==> config.mk <==
export PLATFORM = sky130hd
export DESIGN_NAME = fetch_control
export DESIGN_NICKNAME = d
export VERILOG_FILES = /design/src/rtl/fetch_pkg.sv /design/src/rtl/if_id_reg.sv /design/src/rtl/fetch_control.sv
export SDC_FILE = /design/constraint.sdc
export NUM_CORES = 1
export LEC_CHECK = 0
export ABC_AREA = 1
export CAP_MARGIN = 20
export CORE_UTILIZATION = 45
export DETAILED_ROUTE_END_ITERATION = 8
export GPL_TIMING_DRIVEN = 0
export PLACE_DENSITY = 0.75
export SETUP_SLACK_MARGIN = 0.2
export SKIP_LAST_GASP = 1
export SYNTH_ARGS = -nofsm -noshare
export SYNTH_HDL_FRONTEND = slang
export SYNTH_SLANG_ARGS = --single-unit
==> constraint.sdc <==
create_clock -name clk -period 3 [get_ports clk]
set_input_delay 0.3 -clock clk [delete_from_list [all_inputs] [get_ports clk]]
set_output_delay 0.3 -clock clk [all_outputs]
set_load 0.03 [all_outputs]
==> src/rtl/fetch_pkg.sv <==
// Shared types for the fetch sequencer: FSM states, the IF/ID record and the
// two-word instruction test.
package fetch_pkg;

  typedef enum logic [1:0] {
    S_BOOT = 2'd0,
    S_RUN  = 2'd1,
    S_IMM  = 2'd2
  } fetch_state_t;

  localparam logic [15:0] NOP_WORD = 16'h4000;

  typedef struct packed {
    logic        valid;
    logic [15:0] instruction;
    logic [15:0] immediate;
    logic [31:0] pc_plus_one;
  } if_id_t;

  // A cleared fetch word must never open a two-word sequence, whatever IMM_BIT is.
  function automatic logic is_two_word(input logic [15:0] word, input logic [15:0] imm_mask);
    return (word != NOP_WORD) && ((word & imm_mask) != 16'h0);
  endfunction

endpackage

==> src/rtl/if_id_reg.sv <==
// IF/ID pipeline register: flush clears it, hold keeps it, load captures d.
// Flush beats hold so a redirect always kills the latched instruction.
module if_id_reg
  import fetch_pkg::*;
(
  input  logic   clk,
  input  logic   rst_n,
  input  logic   flush,
  input  logic   hold,
  input  logic   load,
  input  if_id_t d,
  output if_id_t q
);

  always_ff @(posedge clk or negedge rst_n) begin
    if (!rst_n) begin
      q <= '0;
    end else if (flush) begin
      q <= '0;
    end else if (!hold && load) begin
      q <= d;
    end
  end

endmodule

==> src/rtl/fetch_control.sv <==
// Fetch-stage PC/NOP sequencer and IF/ID register (boot, two-word, stall, branch).
// Optional interrupt entry is compiled in when FETCH_CTRL_INT_EN is defined.
module fetch_control
  import fetch_pkg::*;
#(
  parameter logic [31:0] BOOT_ADDR  = 32'd32,
`ifdef FETCH_CTRL_INT_EN
  parameter logic [31:0] INT_VECTOR = 32'd0,
`endif
  parameter int          IMM_BIT    = 13
) (
  input  logic         clk,
  input  logic         reset,
  input  logic [15:0]  instruction,
  input  logic [15:0]  immediate_value,
  input  logic         stall,
  input  logic         branch_taken,
  input  logic [31:0]  branch_target,
`ifdef FETCH_CTRL_INT_EN
  input  logic         int_req,
  output logic         int_ack,
  output logic [31:0]  int_return_pc,
`endif
  output logic         pc_write,
  output logic [31:0]  pc_write_back_value,
  output logic         clear_instruction,
  output logic         if_id_valid,
  output logic [15:0]  if_id_instruction,
  output logic [15:0]  if_id_immediate,
  output logic [31:0]  if_id_pc_plus_one,
  output fetch_state_t state_dbg
);

  localparam logic [15:0] IMM_MASK = 16'(1) << IMM_BIT;

  fetch_state_t state_q, state_d;
  logic [31:0]  pc_q;
  logic [31:0]  pc_inc;
  logic [15:0]  pending_q, pending_d;
  logic         ifid_flush, ifid_hold, ifid_load;
  if_id_t       ifid_d, ifid_q;
`ifdef FETCH_CTRL_INT_EN
  logic         int_entry;
  logic         int_ack_q;
  logic [31:0]  int_ret_q;
`endif

  assign pc_inc = pc_q + 32'd1;

  // if_id_valid=1 means decode may consume the latched word this cycle; while
  // stall is high decode sees the same record again until stall drops.
  always_comb begin
    state_d             = state_q;
    pending_d           = pending_q;
    pc_write            = 1'b0;
    pc_write_back_value = '0;
    clear_instruction   = 1'b0;
    ifid_flush          = 1'b0;
    ifid_hold           = 1'b0;
    ifid_load           = 1'b0;
    ifid_d              = '0;
`ifdef FETCH_CTRL_INT_EN
    int_entry           = 1'b0;
`endif
    if (!reset) begin
      clear_instruction = 1'b1;
    end else begin
      unique case (state_q)
        S_BOOT: begin
          pc_write            = 1'b1;
          pc_write_back_value = BOOT_ADDR;
          clear_instruction   = 1'b1;
          ifid_flush          = 1'b1;
          state_d             = S_RUN;
        end
        S_RUN: begin
          if (branch_taken) begin
            pc_write            = 1'b1;
            pc_write_back_value = branch_target;
            clear_instruction   = 1'b1;
            ifid_flush          = 1'b1;
          end else if (stall) begin
            ifid_hold = 1'b1;
          end
`ifdef FETCH_CTRL_INT_EN
          else if (int_req) begin
            pc_write            = 1'b1;
            pc_write_back_value = INT_VECTOR;
            clear_instruction   = 1'b1;
            ifid_flush          = 1'b1;
            int_entry           = 1'b1;
          end
`endif
          else if (is_two_word(instruction, IMM_MASK)) begin
            pc_write            = 1'b1;
            pc_write_back_value = pc_inc;
            pending_d           = instruction;
            ifid_flush          = 1'b1;
            state_d             = S_IMM;
          end else begin
            pc_write            = 1'b1;
            pc_write_back_value = pc_inc;
            ifid_load           = 1'b1;
            ifid_d              = '{valid: 1'b1, instruction: instruction,
                                    immediate: 16'h0, pc_plus_one: pc_inc};
          end
        end
        S_IMM: begin
          // Interrupts wait here so a two-word instruction is never split.
          if (branch_taken) begin
            pc_write            = 1'b1;
            pc_write_back_value = branch_target;
            clear_instruction   = 1'b1;
            ifid_flush          = 1'b1;
            pending_d           = '0;
            state_d             = S_RUN;
          end else if (stall) begin
            ifid_hold = 1'b1;
          end else begin
            pc_write            = 1'b1;
            pc_write_back_value = pc_inc;
            ifid_load           = 1'b1;
            ifid_d              = '{valid: 1'b1, instruction: pending_q,
                                    immediate: immediate_value, pc_plus_one: pc_inc};
            state_d             = S_RUN;
          end
        end
        default: begin
          state_d = S_BOOT;
        end
      endcase
    end
  end

  always_ff @(posedge clk or negedge reset) begin
    if (!reset) begin
      state_q   <= S_BOOT;
      pc_q      <= '0;
      pending_q <= '0;
    end else begin
      state_q   <= state_d;
      pending_q <= pending_d;
      if (pc_write) begin
        pc_q <= pc_write_back_value;
      end
    end
  end

`ifdef FETCH_CTRL_INT_EN
  always_ff @(posedge clk or negedge reset) begin
    if (!reset) begin
      int_ack_q <= 1'b0;
      int_ret_q <= '0;
    end else begin
      int_ack_q <= int_entry;
      if (int_entry) begin
        int_ret_q <= pc_q;
      end
    end
  end

  assign int_ack       = int_ack_q;
  assign int_return_pc = int_ret_q;
`endif

  if_id_reg u_if_id_reg (
    .clk   (clk),
    .rst_n (reset),
    .flush (ifid_flush),
    .hold  (ifid_hold),
    .load  (ifid_load),
    .d     (ifid_d),
    .q     (ifid_q)
  );

  assign if_id_valid       = ifid_q.valid;
  assign if_id_instruction = ifid_q.instruction;
  assign if_id_immediate   = ifid_q.immediate;
  assign if_id_pc_plus_one = ifid_q.pc_plus_one;
  assign state_dbg         = state_q;

endmodule
==> metrics.csv <==
stage,metric,value,unit
job,max-cap-violations,0,
logic_synthesis,synth-edff-count,0,
placed_design,detailed_place_hpwl,13500,um
final_layout,n_antenna_cell,0,
logic_synthesis,synth_ff_type,dfrtp_1,
logic_synthesis,synth_largest_area_cell,dfrtp_1,
floorplan,initial_core_util,46.9,%
floorplan,dieArea,0.0144,mm^2
clock_network,cts_tree,done,
outcome,status,"finished, final reports clean",
route,drtPass1Iterations,7,
route,viasPerCell,5.14,
final_layout,n_fill_cell,1188,
floorplan,die_h,120,um
grt,track_usage,28.1,%
worst_setup_path,crit_path_max_fanout,10,
floorplan,fp-row-count,42,
logic_synthesis,synthesis.nets,925,
clock_network,clock_latency,0.42,ns
route,drtAntennaViolNets,0,
route,initialDrtViolationCount,432,
power_and_ir_drop,ir_worst_vdd,540,uV
grt,grt_pass1_wl,31300,um
sta,period_share,89.8,%
clock_network,path_clk_slew,0.06,ns
clock_network,cts_sinks,115,
route,drc,0,
grt,grt_pass1_vias,6082,
worst_hold_path,hold_path.class,input pin to asynchronous set/reset pin,
sta,worst_slew_pin_slew,0.587,ns
clock_network,h-tree-depth,4,
placed_design,gp_congestion,0.908,
clock_network,cts_buffer_depth,2,
logic_synthesis,syn_inst,852,
final_layout,final_cell_area,0.00891,mm^2
placed_design,place.port_buffers,168,
logic_synthesis,ys_ff_latch,115,
worst_setup_path,start_kind,input pin,
logic_synthesis,yosysSeqAreaShare,45.8,%
sta,fmax,0.371,GHz
power_and_ir_drop,p_leak,4.40,nW
logic_synthesis,synth.top_cell.area_share,45.8,%
worst_setup_path,cp.required,2.70,ns
logic_synthesis,synth_area_leaders,"dfrtp_1 (46%), nand2_1 (17%), nand3_1 (9.6%), o21ai_0 (5.9%), inv_1 (5.8%)",
sta,rsz0062_at_grt,yes,
route,wire_per_inst,15.4,um
logic_synthesis,synth_area_per_cell,7.37,um^2
logic_synthesis,netlist_area,0.00628,mm^2
clock_network,cts_root_buf,clkbuf_16,
floorplan,core,0.0134,mm^2
sta,period_needed,2.69,ns
logic_synthesis,yosys_warnings,0,
grt,antenna_found_initial,0,
logic_synthesis,synth_cell_type_count,33,
sta,skew,0.0134,ns
worst_setup_path,cp.arrival,2.39,ns
grt,grt_max_degree,71,
final_layout,area_growth,41.9,%
floorplan,io_pins,169,
clock_network,numCtsBuffers,17,
sta,hold_violations,0,
grt,overflow,0,
sta,setup_viol,0,
final_layout,nNetsFinal,1125,
route,wl,19100,um
worst_setup_path,setup.worst_path.class,input pin to primary output,
sta,finalMaxSlewViolations,0,
logic_synthesis,async_flop_share,100,%
power_and_ir_drop,power.total,6.75,mW
worst_setup_path,cp-end-kind,primary output,
sta,slew_headroom,60.9,%
power_and_ir_drop,pwr_density_cell,757,mW/mm^2
floorplan,die_w,120,um
placed_design,place_area,0.00821,mm^2
final_layout,drive_above_1_share,13.0,%
route,dr_total_vias,6379,
[logic make-up after synthesis]
| family | after synthesis | share of synthesized area, % |
|---|---|---|
| adders and majority gates | 5 | 0.996 |
| and+or+nand+nor | 465 | 31.7 |
| DFF | 115 | 45.8 |
| AOI/OAI and AO/OA | 127 | 11.8 |
| buffers and inverters | 140 | 9.72 |
[metrics by stage]
step | worst slack (ns) | hold WS (ns) | utilization [%] | setup TNS, ns | std cells
after floorplan | 0.937 | 0.00441 | - | 0 | 852
after global routing | 0.111 | 0.0307 | 66.5 | 0 | 1240
final | 0.306 | 0.00370 | 66.5 | 0 | 1240
after CTS | 0.204 | 0.0290 | 66.5 | 0 | 1232
after detailed placement | 0.00286 | 0.257 | 61.3 | 0 | 1197
after global placement | -3.77 | 0.490 | 61.1 | -824.30 | 1196
[timing repair]
item                                   CTS  global route
buffers inserted                         0             8
gates cloned                             0             0
endpoints found under the hold margin   45             0
pin swaps                                0             3
setup endpoints to repair               32            31
resized for setup                       36            58
hold buffers                             4             0
[layout by cell type, fill, tap and decap left out, types with 2 or more instances in the layout]
cell	n
nand4_1	2
a21oi_1	9
buf_6	5
nand3_1	120
clkinvlp_4	2
buf_1	2
buf_4	19
o21ai_0	74
ha_1	4
bufinv_16	5
dlygate4sd2_1	2
clkdlybuf4s15_1	7
o21ai_2	20
dfrtp_1	115
o211ai_1	2
a22oi_1	2
clkbuf_4	2
nor2_2	4
clkbuf_1	11
inv_1	97
clkbuf_2	24
buf_2	9
nor2_1	44
o21bai_1	3
inv_2	4
nor2_4	7
buf_16	4
o21ai_1	14
clkbuf_8	2
clkinv_2	4
clkbuf_16	17
nand2_2	5
nand2_1	278
clkdlybuf4s50_1	134
[cell type report]
class	count	area [um^2]	area share (%)
buffer	38	234	2.62
tap	176	220	2.47
sequential	115	2880	32.3
timing repair buffer	181	1750	19.6
inverter	102	384	4.31
clock inverter	10	180	2.02
clock buffer	21	460	5.17
multi-input combinational	597	2810	31.5
[sequential cells by signal (all words and copies together), names as in the netlist]
register	count
pc_q	32
pending_q	16
state_dbg	2
u_if_id_reg.q	65
[synthesized netlist by cell type (9+ instances only)]
cell type	n
a21oi_1	9
clkbuf_1	9
o21ai_1	14
nand3_1	120
inv_1	97
buf_2	12
dfrtp_1	115
nor2_1	46
nand2_1	278
buf_4	10
o21ai_2	20
o21ai_0	74
[routing by layer]
metal	vias to the layer above	wire (um)	part of all wire [%]	GRT usage (%)
li1	3123	-	-	-
met1	3006	8700	45	38.8
met2	227	8860	46	43.6
met3	23	1290	6.7	6.84
met4	0	297	1.6	8.28
met5	-	0	0	0
[worst max-delay path, stage by stage]
cell and delay [ns]:
clkdlybuf4s50_1 0.43, buf_6 0.17, nor2_8 0.17, buf_1 0.43, nand3_1 0.22, o21ai_1 0.13
nand2_1 0.12, inv_1 0.07, clkdlybuf4s15_1 0.35
[where the power goes]
| part | total (mW) | internal (mW) | switching (mW) |
|---|---|---|---|
| Combinational | 2.29 | 0.778 | 1.51 |
| Clock | 2.23 | 1.51 | 0.720 |
| Sequential | 2.24 | 1.91 | 0.329 |
[final timing paths]
kind | from | endpoint | slack (ns) | depth (start not counted)
worst max-delay path | branch_taken | pc_write_back_value[17] | 0.31 | 9
worst min-delay path | reset | u_if_id_reg.q[60] | 0.004 | 3
worst max register to register | state_dbg[1] | u_if_id_reg.q[62] | 0.89 | 10
worst min register to register | pc_q[31] | pc_q[31] | 0.50 | 2
max in group asynchronous | reset | pc_q[20] | 2.17 | 4
min in group clk | immediate_value[15] | u_if_id_reg.q[47] | 0.45 | 3
Power figures use the tool's default switching activity.
